===== src/rtl/mux_rr_arbiter.sv =====
// Round-robin arbiter that shares one registered BUS_SIZE output among CHANNELS requesters.
// Optional burst-lock input is enabled by defining MUX_RR_ARBITER_LOCK_EN.
module mux_rr_arbiter #(
  parameter int CHANNELS = 4,
  parameter int BUS_SIZE = 32
) (
  input  logic                         clk,
  input  logic                         reset_n,
  input  logic [CHANNELS-1:0]          req,
  input  logic [CHANNELS*BUS_SIZE-1:0] data_in,
`ifdef MUX_RR_ARBITER_LOCK_EN
  input  logic [CHANNELS-1:0]          lock,
`endif
  output logic [CHANNELS-1:0]          ack,
  output logic [CHANNELS-1:0]          grant,
  output logic [CHANNELS-1:0]          selector,
  output logic [BUS_SIZE-1:0]          data_out,
  output logic                         out_valid,
  input  logic                         out_ready,
  output logic                         busy
);

  localparam int IdxW = $clog2(CHANNELS);

  typedef enum logic {StIdle, StBusy} state_e;

  state_e                state_q, state_d;
  logic [IdxW-1:0]       ptr_q, ptr_d;
  logic [CHANNELS-1:0]   ack_q, ack_d;
  logic [CHANNELS-1:0]   grant_q, grant_d;
  logic [CHANNELS-1:0]   selector_q, selector_d;
  logic [BUS_SIZE-1:0]   data_q, data_d;
  logic                  valid_q, valid_d;

  logic [BUS_SIZE-1:0]   chan_word [CHANNELS];
  logic [IdxW-1:0]       win_idx;
  logic [CHANNELS-1:0]   win_onehot;
  logic [IdxW-1:0]       scan_idx;
  int                    scan_int;

  for (genvar i = 0; i < CHANNELS; i++) begin : g_slice
    assign chan_word[i] = data_in[BUS_SIZE*i +: BUS_SIZE];
  end

  // Scan from the farthest offset down so the nearest requester after ptr wins;
  // ptr itself (offset CHANNELS) has the lowest priority.
  always_comb begin
    win_idx  = ptr_q;
    scan_int = 0;
    scan_idx = '0;
    for (int off = CHANNELS; off >= 1; off--) begin
      scan_int = (int'(ptr_q) + off) % CHANNELS;
      scan_idx = IdxW'(scan_int);
      if (req[scan_idx]) begin
        win_idx = scan_idx;
      end
    end
`ifdef MUX_RR_ARBITER_LOCK_EN
    // Burst ownership: a locked, still-requesting last winner keeps the bus.
    if (lock[ptr_q] && req[ptr_q]) begin
      win_idx = ptr_q;
    end
`endif
    win_onehot          = '0;
    win_onehot[win_idx] = 1'b1;
  end

  always_comb begin
    state_d    = state_q;
    ptr_d      = ptr_q;
    ack_d      = '0;
    grant_d    = grant_q;
    selector_d = selector_q;
    data_d     = data_q;
    valid_d    = valid_q;
    case (state_q)
      StIdle: begin
        if (|req) begin
          state_d                = StBusy;
          ptr_d                  = win_idx;
          grant_d                = win_onehot;
          ack_d                  = win_onehot;
          selector_d             = '0;
          selector_d[IdxW-1:0]   = win_idx;
          data_d                 = chan_word[win_idx];
          valid_d                = 1'b1;
        end
      end
      StBusy: begin
        // Selector intentionally keeps the last winner after hand-off.
        if (valid_q && out_ready) begin
          valid_d = 1'b0;
          grant_d = '0;
          state_d = StIdle;
        end
      end
    endcase
  end

  always_ff @(posedge clk or negedge reset_n) begin
    if (!reset_n) begin
      state_q    <= StIdle;
      ptr_q      <= IdxW'(CHANNELS - 1);
      ack_q      <= '0;
      grant_q    <= '0;
      selector_q <= '0;
      data_q     <= '0;
      valid_q    <= 1'b0;
    end else begin
      state_q    <= state_d;
      ptr_q      <= ptr_d;
      ack_q      <= ack_d;
      grant_q    <= grant_d;
      selector_q <= selector_d;
      data_q     <= data_d;
      valid_q    <= valid_d;
    end
  end

  assign ack       = ack_q;
  assign grant     = grant_q;
  assign selector  = selector_q;
  assign data_out  = data_q;
  assign out_valid = valid_q;
  assign busy      = (state_q == StBusy);

endmodule


===== config.mk =====
export PLATFORM = sky130hd
export DESIGN_NAME = mux_rr_arbiter
export DESIGN_NICKNAME = d
export VERILOG_FILES = /design/src/rtl/mux_rr_arbiter.sv
export SDC_FILE = /design/constraint.sdc
export NUM_CORES = 1
export LEC_CHECK = 0
export BUFFER_PORTS_ARGS = -buffer_cell sky130_fd_sc_hd__buf_2
export CAP_MARGIN = 0
export CORE_UTILIZATION = 39
export DETAILED_ROUTE_END_ITERATION = 8
export PLACE_DENSITY = 0.82
export SETUP_SLACK_MARGIN = 0.4
export SLEW_MARGIN = 20
export SYNTH_ARGS = -nofsm -noshare
export SYNTH_HDL_FRONTEND = slang
export SYNTH_SLANG_ARGS = --single-unit

===== constraint.sdc =====
create_clock -name clk -period 1.9 [get_ports clk]
set_clock_uncertainty 0.1 [all_clocks]
set_input_delay 0.285 -clock clk [delete_from_list [all_inputs] [get_ports clk]]
set_output_delay 0.285 -clock clk [all_outputs]
set_load 0.01 [all_outputs]

== Yosys cells after proc, flatten, opt, wreduce, memory -nomap -nowiden ==
Index checks and enable logic that the tools add are counted.

* Add/subtract/negate cells: 4
* $mul: 0
* Divide/modulo/power cells: 0
* $lt $le $gt $ge: 7
* Equality and inequality tests: 2
* Shifts and indexed selects: 0
* Muxes and demuxes: 28
* Bitwise operators: 2
* Reduce and logical (&&, ||, !) cells: 5

{| class="wikitable"
|+ Operators with widths
! operator !! number
|-
| binary-select mux 32 bit (select 2 bit) || 1
|-
| 2-to-1 mux 32 bit || 2
|-
| 2-to-1 mux 4 bit || 4
|-
| < comparator 2 x 3 -> 1 bit, second input constant || 5
|-
| 2-to-1 mux 1 bit || 9
|-
| binary-select mux 1 bit (select 2 bit) || 4
|-
| 2-to-1 mux 2 bit || 4
|-
| one-hot mux 4 bit (2 select lines) || 1
|-
| adder 2 x 1 -> 2 bit, second input constant || 2
|-
| adder 2 bit, second input constant || 2
|-
| one-hot mux 1 bit (2 select lines) || 2
|-
| AND reduction 2 bit || 2
|-
| OR reduction 4 bit || 1
|-
| >= comparator 3 bit, second input constant || 1
|-
| NOT 2 -> 3 bit || 1
|-
| demux 1 bit (select 2 bit) || 1
|-
| >= comparator 2 x 1 -> 1 bit, second input constant || 1
|-
| logical AND 1 bit || 2
|-
| != test 2 x 1 -> 1 bit, second input constant || 1
|-
| != test 2 bit, second input constant || 1
|-
| NOT 1 bit || 1
|}

* Register bits after elaboration: 46
* Bits in latches: 0
* RAM bits: 0
* Bits in read-only memories: 0
* Input bits: 135
* Output and inout port bits: 46
* Memories: 0

== Longest topological paths before layout ==
Gate-level depths: netlist of run 1.

* Word-level depth: 13
* Gate-level depth with buffers: 7
* Mapped depth without buffers: 5

== Least setup slack after synthesis of run 1 ==
Ideal clock, no wire load.

* Path kind: register -> register
* From: register ptr_q[0]
* To: register data_q[0], in the netlist data_out[0]
* Arrival: 1.852 ns
* Setup slack: -0.138 ns
* Cell stages (with the launch flop): 8
* Buffers on the path: 3
* Period minus slack after synthesis: 2.038 ns
* Cells stage by stage: dfstp_2 or3b_1 clkbuf_1 and3_1 buf_4 buf_2 mux2i_1 a211oi_2

* Longest elaborated chain between the ends: 11

{| class="wikitable"
|+ RTL lines
! element !! line !! text
|-
| start, declared || 28 || <nowiki>logic [IdxW-1:0] ptr_q, ptr_d;</nowiki>
|-
| start signal, assigned || 103 || <nowiki>ptr_q <= IdxW'(CHANNELS - 1);</nowiki>
|-
| start signal, assigned || 111 || <nowiki>ptr_q <= ptr_d;</nowiki>
|-
| adder 2 x 1 -> 2 bit || 52 || <nowiki>scan_int = (int'(ptr_q) + off) % CHANNELS;</nowiki>
|-
| binary-select mux 1 bit (select 2 bit) || 54 || <nowiki>if (req[scan_idx]) begin</nowiki>
|-
| 2-to-1 mux 1 bit (implied by the code) || 54 ||
|-
| 2-to-1 mux 2 bit (3 in a row) || 54 ||
|-
| 2-to-1 mux 2 bit * || 54 ||
|-
| NOT 2 -> 3 bit (implied by the code) * || 85 || <nowiki>data_d = chan_word[win_idx];</nowiki>
|-
| binary-select mux 32 bit (select 2 bit) * || 85 ||
|-
| 2-to-1 mux 32 bit (implied by the code) * (2 in a row) || 85 ||
|-
| end signal, assigned || 115 || <nowiki>data_q <= data_d;</nowiki>
|-
| end, declared || 32 || <nowiki>logic [BUS_SIZE-1:0] data_q, data_d;</nowiki>
|}

Mark *: on every way between the ends. The rest lies on a longest branch, timed or not. The select of a mux whose other input is x is not followed.
A chain may end at the register's enable or synchronous reset.

== Worst setup path after layout of run 1 ==
* From: register ptr_q[0]
* To: register data_q[9], in the netlist data_out[9]

The elaborated chain is that of the path after synthesis.

==> results of run 1 <==
[power breakdown]
part	internal [mW]	switching [mW]
Sequential	1.41	0.246
Clock	0.334	0.353
Combinational	1.66	2.06
Total	3.41	2.66
[per-layer routing]
metal  track usage  vias up  share of wire  wire length, um
li1              -     1530              -                -
met1         0.313     1618           0.39             4420
met2         0.468      132           0.54             6040
met3        0.0480       16          0.058              651
met4        0.0707        0          0.013              150
met5             0        -              0                0
[through the flow]
step | total power, mW | instance area, sq um
global placement | 4.39 | 4050
finish | 6.07 | 4750
CTS | 5.61 | 4390
floorplan | 3.54 | 3040
global route | 6.39 | 4750
detailed placement | 4.50 | 4050
[cell type report]
class                   instances  area (sq um)  share of cell area
flip-flops and latches         46          1150               0.243
inverters                       1          3.75            0.000790
clock inverters                 1          8.76             0.00184
well taps                      99           124              0.0261
multi-input cells             241          2060               0.434
repair buffers                212          1300               0.274
clock buffers                   7          96.3              0.0203
[critical path, cell delays in order (launching register included)]
cell and delay (ns):
dfstp_2 0.56, buf_6 0.10, or3b_4 0.44, buf_8 0.19
nand2_1 0.13, nor3_4 0.05, a211oi_4 0.19, a211oi_2 0.07
[placed cells by master, fill, tap and decap left out, types with 5 or more instances in the layout]
master      n
a211oi_1    6
a211oi_2   57
a21o_1      5
and3_4      8
buf_12      7
buf_2     178
buf_4      18
buf_6       5
clkbuf_8    7
dfrtp_1    44
mux2i_1    29
nand2_1    31
nor2_1     39
nor3_1     12
nor3_2     19
[what timing repair did]
| item | 4_1_cts | 5_1_grt |
|---|---|---|
| gates resized for setup | 25 | 64 |
| pin swaps | 5 | 3 |
| endpoints found under the hold margin | 19 | 0 |
| setup endpoints to repair | 44 | 44 |
| setup buffers | 7 | 2 |
| cloned | 5 | 4 |
| hold buffers | 1 | 0 |
[cell families (layout without fill, tap and decap cells)]
logic type / Yosys count / after routing / synth area share
other cells: 1 / 2 / 0.00126
compound gates: 82 / 82 / 0.256
mux: 32 / 32 / 0.108
simple gates: 118 / 125 / 0.180
flops: 46 / 46 / 0.389
buf+inv: 32 / 221 / 0.0662
[registers in the layout, summed over array words and instances (netlist names)]
| register | count |
|---|---|
| ptr_q | 2 |
| selector | 2 |
| busy | 1 |
| grant | 4 |
| ack | 4 |
| out_valid | 1 |
| data_out | 32 |
[how the worst min path moves through the flow]
stage | end | slack, ns | cells past startpoint
2_1_floorplan | ack[0] | -0.11 | 0
3_3_place_gp | data_out[17] | 0.17 | 1
3_5_place_dp | data_out[17] | 0.18 | 1
4_1_cts | busy | 0.14 | 2
5_1_grt | busy | 0.14 | 2
6_report | busy | 0.15 | 2
==> flow_summary_export.csv, run 1 <==
group,metric,value,unit
run_status,status,"finished with violations",
run_status,violations,"setup timing",
timing,fmax,0.509,GHz
logic_synthesis,yosys_warnings,0,
min_path,hp-start,"out_ready",
power,p_per_area,1280,nW/um^2
setup_path,reg2reg_from,"ptr_q[0]",
setup_path,cp-end-kind,"register",
logic_synthesis,post-synth-top-area-cell,"dfrtp_1",
cts,clkTransAtPathRegs,0.09,ns
setup_path,endpoint,"data_out[9]",
route,drt_first_pass_iters,4,
grt,grt_max_degree,28,
cts,cts_buffers,5,
layout,final_cells,607,
logic_synthesis,synth_cell_types,31,
floorplanning,start_util,0.407,
grt,grt_pass1_wl,15300,um
grt,grt_antenna_before_repair,0,
power,irDropWorstVdd,0.592,mV
timing,rsz0062_at_grt,"yes",
timing,holdWs,0.152,ns
cts,clock_sinks,46,
setup_path,crit_required,1.98,ns
layout,area_growth,60.1,%
logic_synthesis,synth.cell_area,2970,sq um
logic_synthesis,syn_inst,311,
floorplanning,rows,31,
logic_synthesis,synthTopCellsByArea,"dfrtp_1 (37%), a211oi_2 (12%), mux2i_1 (11%), a211oi_1 (8.8%), nor3_1 (5.4%)",
setup_path,worst-setup-path-type,"reg -> reg",
grt,grt_pass1_vias,3174,
layout,nets,642,
power,p_leak,2.28,nW
floorplanning,fp.coreArea,7290,sq um
cts,htree_num_levels,2,
placement,gp_congestion,0.722,
placement,place_ws,-0.197,ns
timing,hold_violations,0,
timing,tns,-0.709,ns
floorplanning,die-width,89.3,um
min_path,hp-class,"in -> reg",
job,drv_cap,0,
placement,dp_hpwl,6810,um
layout,insertedDiodeCount,0,
timing,slew_viol_final,0,
timing,setup_ws,-0.0637,ns
floorplanning,die_h,89.3,um
cts,ctsRootBufferMaster,"clkbuf_8",
layout,final_util,0.652,
setup_path,cp_max_fo,17,
timing,fin_crit,1.96,ns
logic_synthesis,synth-edff-count,0,
cts,clk_latency,0.30,ns
setup_path,arrival,2.05,ns
layout,fillers,611,
floorplanning,dieArea,7970,sq um
timing,period_share,1.03,
setup_path,r2r_cells,7,
logic_synthesis,yosysMostFrequentCell,"dfrtp_1",
route,route.detailed.drc,0,
route,drtAntennaViolNets,0,
setup_path,r2r_slack,-0.06,ns
route,routedWlPerCell,18.5,um
cts,cts_tree,"done",
route,routed_via_density,5.43,
setup_path,startpoint_type,"register",
logic_synthesis,post_synth.cell_area_avg,9.55,sq um
timing,setup_violations,26,
logic_synthesis,yosysTopAreaCellShare,0.371,
logic_synthesis,ys_ff_latch,46,
placement,dp_cells,580,
logic_synthesis,synth_flop_cell,"dfrtp_1",
logic_synthesis,ys_seq_area_frac,0.389,
placement,port_buffers,178,
layout,post_route_cells_drive_above_1_share,0.648,
setup_path,critPathLaunch,"ptr_q[0]",
setup_path,r2r-end,"data_out[9]",
logic_synthesis,synth_common_cells,"dfrtp_1 (44), nor2_1 (40), a211oi_1 (35)",
route,wl,11300,um
cts,clockBufferDepth,2,
route,drt_iter0_drc,117,
floorplanning,ioPinCount,181,
grt,overflow,0,
route,vias,3296,
logic_synthesis,async_flop_share,1.00,
grt,grtUsageTotal,0.258,
Power figures use the tool's default switching activity.
==> run 2, diff against run 1 <==
- BUFFER_PORTS_ARGS: -buffer_cell sky130_fd_sc_hd__buf_2 -> -buffer_cell sky130_fd_sc_hd__buf_4
==> run 2 against run 1 <==
The flow still finishes with violations (setup timing). Critical path depth down 2. Cell count rose by 0.16%. Final area grew 9.7%. Register-to-register slack barely moved. Global-route usage rose by 2.8 points. Clock-buffer cell count is the same. Sequential share of layout area fell by 2.1 points. Combinational power increased by 10%.
==> flow_summary_export.csv, run 2 (synthesis gave the netlist of run 1 again) <==
group,metric,value,unit
timing,slew_headroom,0.585,
min_path,hp-class,"in -> reg",
job,drv_cap,0,
layout,fillers,540,
timing,hold_violations,0,
power,seqPwrFrac,0.264,
power,p_int,3.72,mW
timing,setup_violations,23,
floorplanning,die-width,89.3,um
layout,largest_register_ff_count,32,
route,wl,12200,um
timing,fmax,0.511,GHz
route,route.detailed.drc,0,
route,drt_iter0_drc,265,
power,clockPowerShare,0.098,
placement,dp_hpwl,7230,um
layout,nets,644,
cts,clk_latency,0.30,ns
cts,htree_num_levels,2,
setup_path,startpoint_type,"register",
route,drt_first_pass_iters,4,
power,switchingPower,2.72,mW
power,p_leak,2.43,nW
setup_path,crit_required,2.01,ns
cts,cts_buffers,5,
power,irDropWorstVdd,0.772,mV
layout,mostFrequentLayoutCells,"buf_4 (192), a211oi_2 (56), dfrtp_1 (44), nor2_1 (38), nand2_1 (32)",
floorplanning,fp.coreArea,7290,sq um
run_status,violations,"setup timing",
grt,grt_max_degree,47,
timing,period_share,1.03,
grt,grtUsageTotal,0.286,
layout,area_growth,75.6,%
timing,worst_pin_slew,0.622,ns
floorplanning,rows,31,
route,routedWlPerCell,20.1,um
floorplanning,dieArea,7970,sq um
floorplanning,ioPinCount,181,
setup_path,cp_max_fo,5,
timing,slew_viol_final,0,
power,p_per_area,1240,nW/um^2
layout,final_common_cell,"buf_4",
power,power,6.44,mW
setup_path,worst-setup-path-type,"reg -> reg",
grt,grt_pass1_vias,3481,
timing,tns,-0.520,ns
cts,cts_tree,"done",
timing,setup_ws,-0.0584,ns
min_path,whs_path_depth,2,
route,drtAntennaViolNets,0,
cts,clkTransAtPathRegs,0.09,ns
floorplanning,start_util,0.407,
power,switching_share,0.422,
setup_path,worst_path_max_delay_cell,"dfstp_2",
setup_path,critPathMaxStageDelay,0.57,ns
layout,insertedDiodeCount,0,
setup_path,path_cells,"buf_6 -> or3b_4 -> and3_4 -> mux2i_2 -> a211oi_2",
setup_path,arrival,2.07,ns
setup_path,cp-end-kind,"register",
run_status,status,"finished with violations",
placement,port_buffers,178,
cts,clockBufferDepth,2,
route,routed_via_density,5.65,
power,pwr-share-comb,0.638,
grt,grt_antenna_before_repair,0,
timing,fin_crit,1.96,ns
route,vias,3437,
placement,gp_congestion,0.730,
layout,post_route_cells_drive_above_1_share,0.623,
timing,rsz0062_at_grt,"yes",
cts,ctsRootBufferMaster,"clkbuf_8",
floorplanning,die_h,89.3,um
setup_path,r2r_cells,5,
grt,grt_pass1_wl,17200,um
cts,clock_sinks,46,
grt,overflow,0,
-- run 2: changes by cell type in the layout (fill, tap and decap cells not counted), moves of 2 or more --
| cell | delta |
|---|---|
| clkbuf_16 | +4 |
| buf_2 | -178 |
| o21ai_1 | +2 |
| nor3_1 | +13 |
| mux2i_1 | +2 |
| buf_6 | +3 |
| nor3_2 | -12 |
| a211oi_1 | -2 |
| buf_4 | +174 |
| a211oi_4 | +3 |
| mux2i_2 | -2 |
-- run 2: metal layers --
metal / global-route usage / vias up / share of wire
li1: - / 1542 / -
met3: 0.0646 / 26 / 0.069
met4: 0.0909 / 0 / 0.025
met5: 0 / - / 0
met2: 0.514 / 176 / 0.52
met1: 0.339 / 1693 / 0.38
-- run 2: metrics by stage --
| stage | std cells | cell area [sq um] | utilization | hold WS (ns) | setup WS (ns) |
|---|---|---|---|---|---|
| detailed placement | 581 | 4490 | 0.616 | 0.243 | -0.209 |
| floorplan | 312 | 3040 | - | -0.111 | -0.0239 |
| CTS | 603 | 4890 | 0.671 | 0.0930 | -0.0464 |
| global route | 608 | 5210 | 0.715 | 0.114 | -0.0955 |
| finish | 608 | 5210 | 0.715 | 0.104 | -0.0584 |
| global placement | 581 | 4490 | 0.616 | 0.232 | -0.117 |
-- run 2: cell type report --
class                           count  area (sq um)  area share
Multi-Input combinational cell    241          2030       0.389
Clock buffer                        7          86.3      0.0166
Timing Repair Buffer              214          1820       0.349
Sequential cell                    46          1150       0.221
Inverter                            1          3.75    0.000720
Tap cell                           99           124      0.0238
-- run 2: timing repair --
item                                    CTS  global route
gates cloned                              8             4
hold endpoints to repair                 44             0
hold buffers                              1             0
endpoints found under the setup margin   44            44
buffers inserted                          6             1
resized for setup                        40            41
pin swaps                                 5            39
-- run 2: worst max-delay path, delay by kind of cell (launching register included) --
| kind | cells | cell delay (ns) |
|---|---|---|
| flip-flops | 1 | 0.57 |
| multiplexers | 1 | 0.17 |
| buffers and inverters | 1 | 0.11 |
| AO/OA/AOI/OAI | 1 | 0.24 |
| AND/OR/NAND/NOR | 2 | 0.68 |
-- run 2: power by group through the flow --
stage	clock network, mW	logic, mW	registers, mW
after floorplan	0	1.69	1.85
after global placement	0	3.07	1.68
after detailed placement	0	3.16	1.68
after CTS	0.634	3.57	1.68
after global routing	0.659	4.34	1.74
final	0.631	4.11	1.70
-- run 2: path summary, 6_finish.rpt --
check | endpoint | startpoint | slack (ns)
setup reg to reg | data_out[18] | ptr_q[0] | -0.06
setup / recovery | data_out[18] | ptr_q[0] | -0.06
hold / removal | busy | out_ready | 0.10
min in group asynchronous | data_out[17] | reset_n | 0.43
max in group asynchronous | data_out[21] | reset_n | 0.84
hold reg to reg | grant[0] | grant[0] | 0.40
==> run 3, diff against run 2 <==
- SETUP_SLACK_MARGIN: 0.4 -> 0.02
==> run 3 against run 2 <==
The run still ends with setup timing left. Maximum frequency increased by 0.17%. Sequential share of layout area increased by 0.48 points. Combinational power decreased by 8.0%. Non-clock buffer count decreased by 6. Sequential power about the same. Via count decreased by 6.4%. First-iteration DRC count decreased by 67%. Die area unchanged. Largest cell class unchanged. Largest power group unchanged. Critical endpoint is now data_out[15]. Power decreased by 3.5%. Register-to-register slack about the same. Clock-buffer cell count decreased by 2.
==> flow_summary_export.csv, run 3 (synthesis gave the netlist of run 1 again) <==
group,metric,value,unit
run_status,status,"finished with violations",
run_status,violations,"setup timing",
cts,cts_buffers,5,
grt,grtUsageTotal,0.244,
route,routed_via_density,5.38,
setup_path,r2r_cells,8,
floorplanning,die_h,89.3,um
timing,worst_pin_slew,0.617,ns
cts,htree_num_levels,2,
layout,largest_register_ff_count,32,
floorplanning,die-width,89.3,um
grt,grt_max_degree,47,
setup_path,worst-setup-path-type,"reg -> reg",
setup_path,cp_max_fo,9,
floorplanning,dieArea,7970,sq um
timing,setup_violations,15,
floorplanning,fp.coreArea,7290,sq um
timing,setup_ws,-0.0551,ns
setup_path,startpoint_type,"register",
min_path,whs_path_depth,2,
route,routedWlPerCell,18.2,um
timing,slew_headroom,0.589,
setup_path,r2r_slack,-0.06,ns
job,drv_cap,0,
timing,rsz0062_at_grt,"yes",
floorplanning,start_util,0.407,
grt,overflow,0,
power,irDropWorstVdd,0.644,mV
layout,nets,633,
setup_path,reg2reg_from,"ptr_q[0]",
setup_path,crit_required,1.99,ns
timing,hold_violations,0,
timing,holdWs,0.0964,ns
power,p_per_area,1220,nW/um^2
route,drt_first_pass_iters,4,
cts,clock_sinks,46,
min_path,hp-start,"out_ready",
route,drt_iter0_drc,87,
layout,insertedDiodeCount,0,
layout,final_util,0.700,
min_path,hp-class,"in -> reg",
setup_path,cp-end-kind,"register",
grt,grt_pass1_wl,14700,um
placement,gp_congestion,0.751,
floorplanning,rows,31,
power,p_leak,2.40,nW
setup_path,r2r-end,"data_out[15]",
layout,mostFrequentLayoutCells,"buf_4 (195), a211oi_2 (56), dfrtp_1 (44), nor2_1 (40), nand2_1 (32)",
layout,area_growth,71.8,%
placement,dp_hpwl,6840,um
timing,slew_viol_final,0,
setup_path,arrival,2.05,ns
cts,clockBufferDepth,2,
floorplanning,ioPinCount,181,
route,route.detailed.drc,0,
timing,period_share,1.03,
grt,grt_antenna_before_repair,0,
cts,cts_tree,"done",
route,wl,10900,um
cts,ctsRootBufferMaster,"clkbuf_8",
placement,place_ws,-0.180,ns
placement,port_buffers,178,
timing,fin_crit,1.96,ns
layout,final_common_cell,"buf_4",
cts,clk_latency,0.30,ns
route,drtAntennaViolNets,0,
layout,post_route_cells_drive_above_1_share,0.623,
grt,grt_pass1_vias,3046,
timing,fmax,0.511,GHz
route,vias,3216,
layout,fillers,568,
cts,clkTransAtPathRegs,0.09,ns
min_path,holdPathEnd,"busy",
## run 3: worst max path at each step
stage | startpoint | end | slack (ns) | cells after the start
after floorplan | ptr_q[0] | data_out[0] | -0.02 | 7
after global placement | ptr_q[0] | grant[3] | -0.11 | 6
after detailed placement | ptr_q[0] | data_out[9] | -0.18 | 5
after CTS | ptr_q[0] | data_out[6] | 0.001 | 7
after global routing | ptr_q[0] | data_out[15] | -0.09 | 7
final | ptr_q[0] | data_out[15] | -0.06 | 8
## run 3: final cells by class
| class | count | area (sq um) | area share |
|---|---|---|---|
| Clock buffer | 5 | 68.8 | 0.0135 |
| Clock inverter | 3 | 45.0 | 0.00883 |
| Inverter | 1 | 3.75 | 0.000736 |
| Multi-Input combinational cell | 236 | 1980 | 0.388 |
| Sequential cell | 46 | 1150 | 0.226 |
| Tap cell | 99 | 124 | 0.0243 |
| Timing Repair Buffer | 208 | 1730 | 0.339 |
## run 3: through the flow
| stage | cells | power (mW) | setup TNS, ns | instance area (sq um) |
|---|---|---|---|---|
| 3_3_place_gp | 579 | 4.72 | -2.98 | 4480 |
| 6_report | 598 | 6.21 | -0.240 | 5100 |
| 3_5_place_dp | 579 | 4.81 | -5.22 | 4480 |
| 5_1_grt | 598 | 6.54 | -1.61 | 5100 |
| 2_1_floorplan | 312 | 3.51 | -0.633 | 3010 |
| 4_1_cts | 593 | 5.78 | 0 | 4700 |
## run 3: repair_timing
item                       CTS  global route
pin swaps                    3            19
resized for setup            7            57
hold endpoints to repair    44             0
cloned                       2             3
hold buffers                 1             0
setup buffers                3             2
setup endpoints to repair   39            36
## run 3: critical path, stage by stage, from the launching register on
cell and delay [ns]:
dfstp_2 0.57, nand2b_1 0.13, buf_4 0.12, a21o_1 0.17, o211ai_4 0.10, buf_12 0.15
clkbuf_16 0.17, a211oi_2 0.25, a211oi_2 0.07
## run 3: metal layers
metal / part of all wire / up-vias / routed length (um) / global-route usage
li1: - / 1500 / - / -
met1: 0.38 / 1551 / 4160 / 0.287
met2: 0.53 / 149 / 5770 / 0.450
met3: 0.073 / 16 / 799 / 0.0591
met4: 0.014 / 0 / 153 / 0.0519
met5: 0 / - / 0 / 0
## run 3: where the power goes
group | internal [mW] | switching [mW] | leakage, nW
combinational | 1.83 | 1.95 | 1.82
sequential | 1.41 | 0.269 | 0.526
clock | 0.392 | 0.355 | 0.0504
total | 3.63 | 2.58 | 2.40
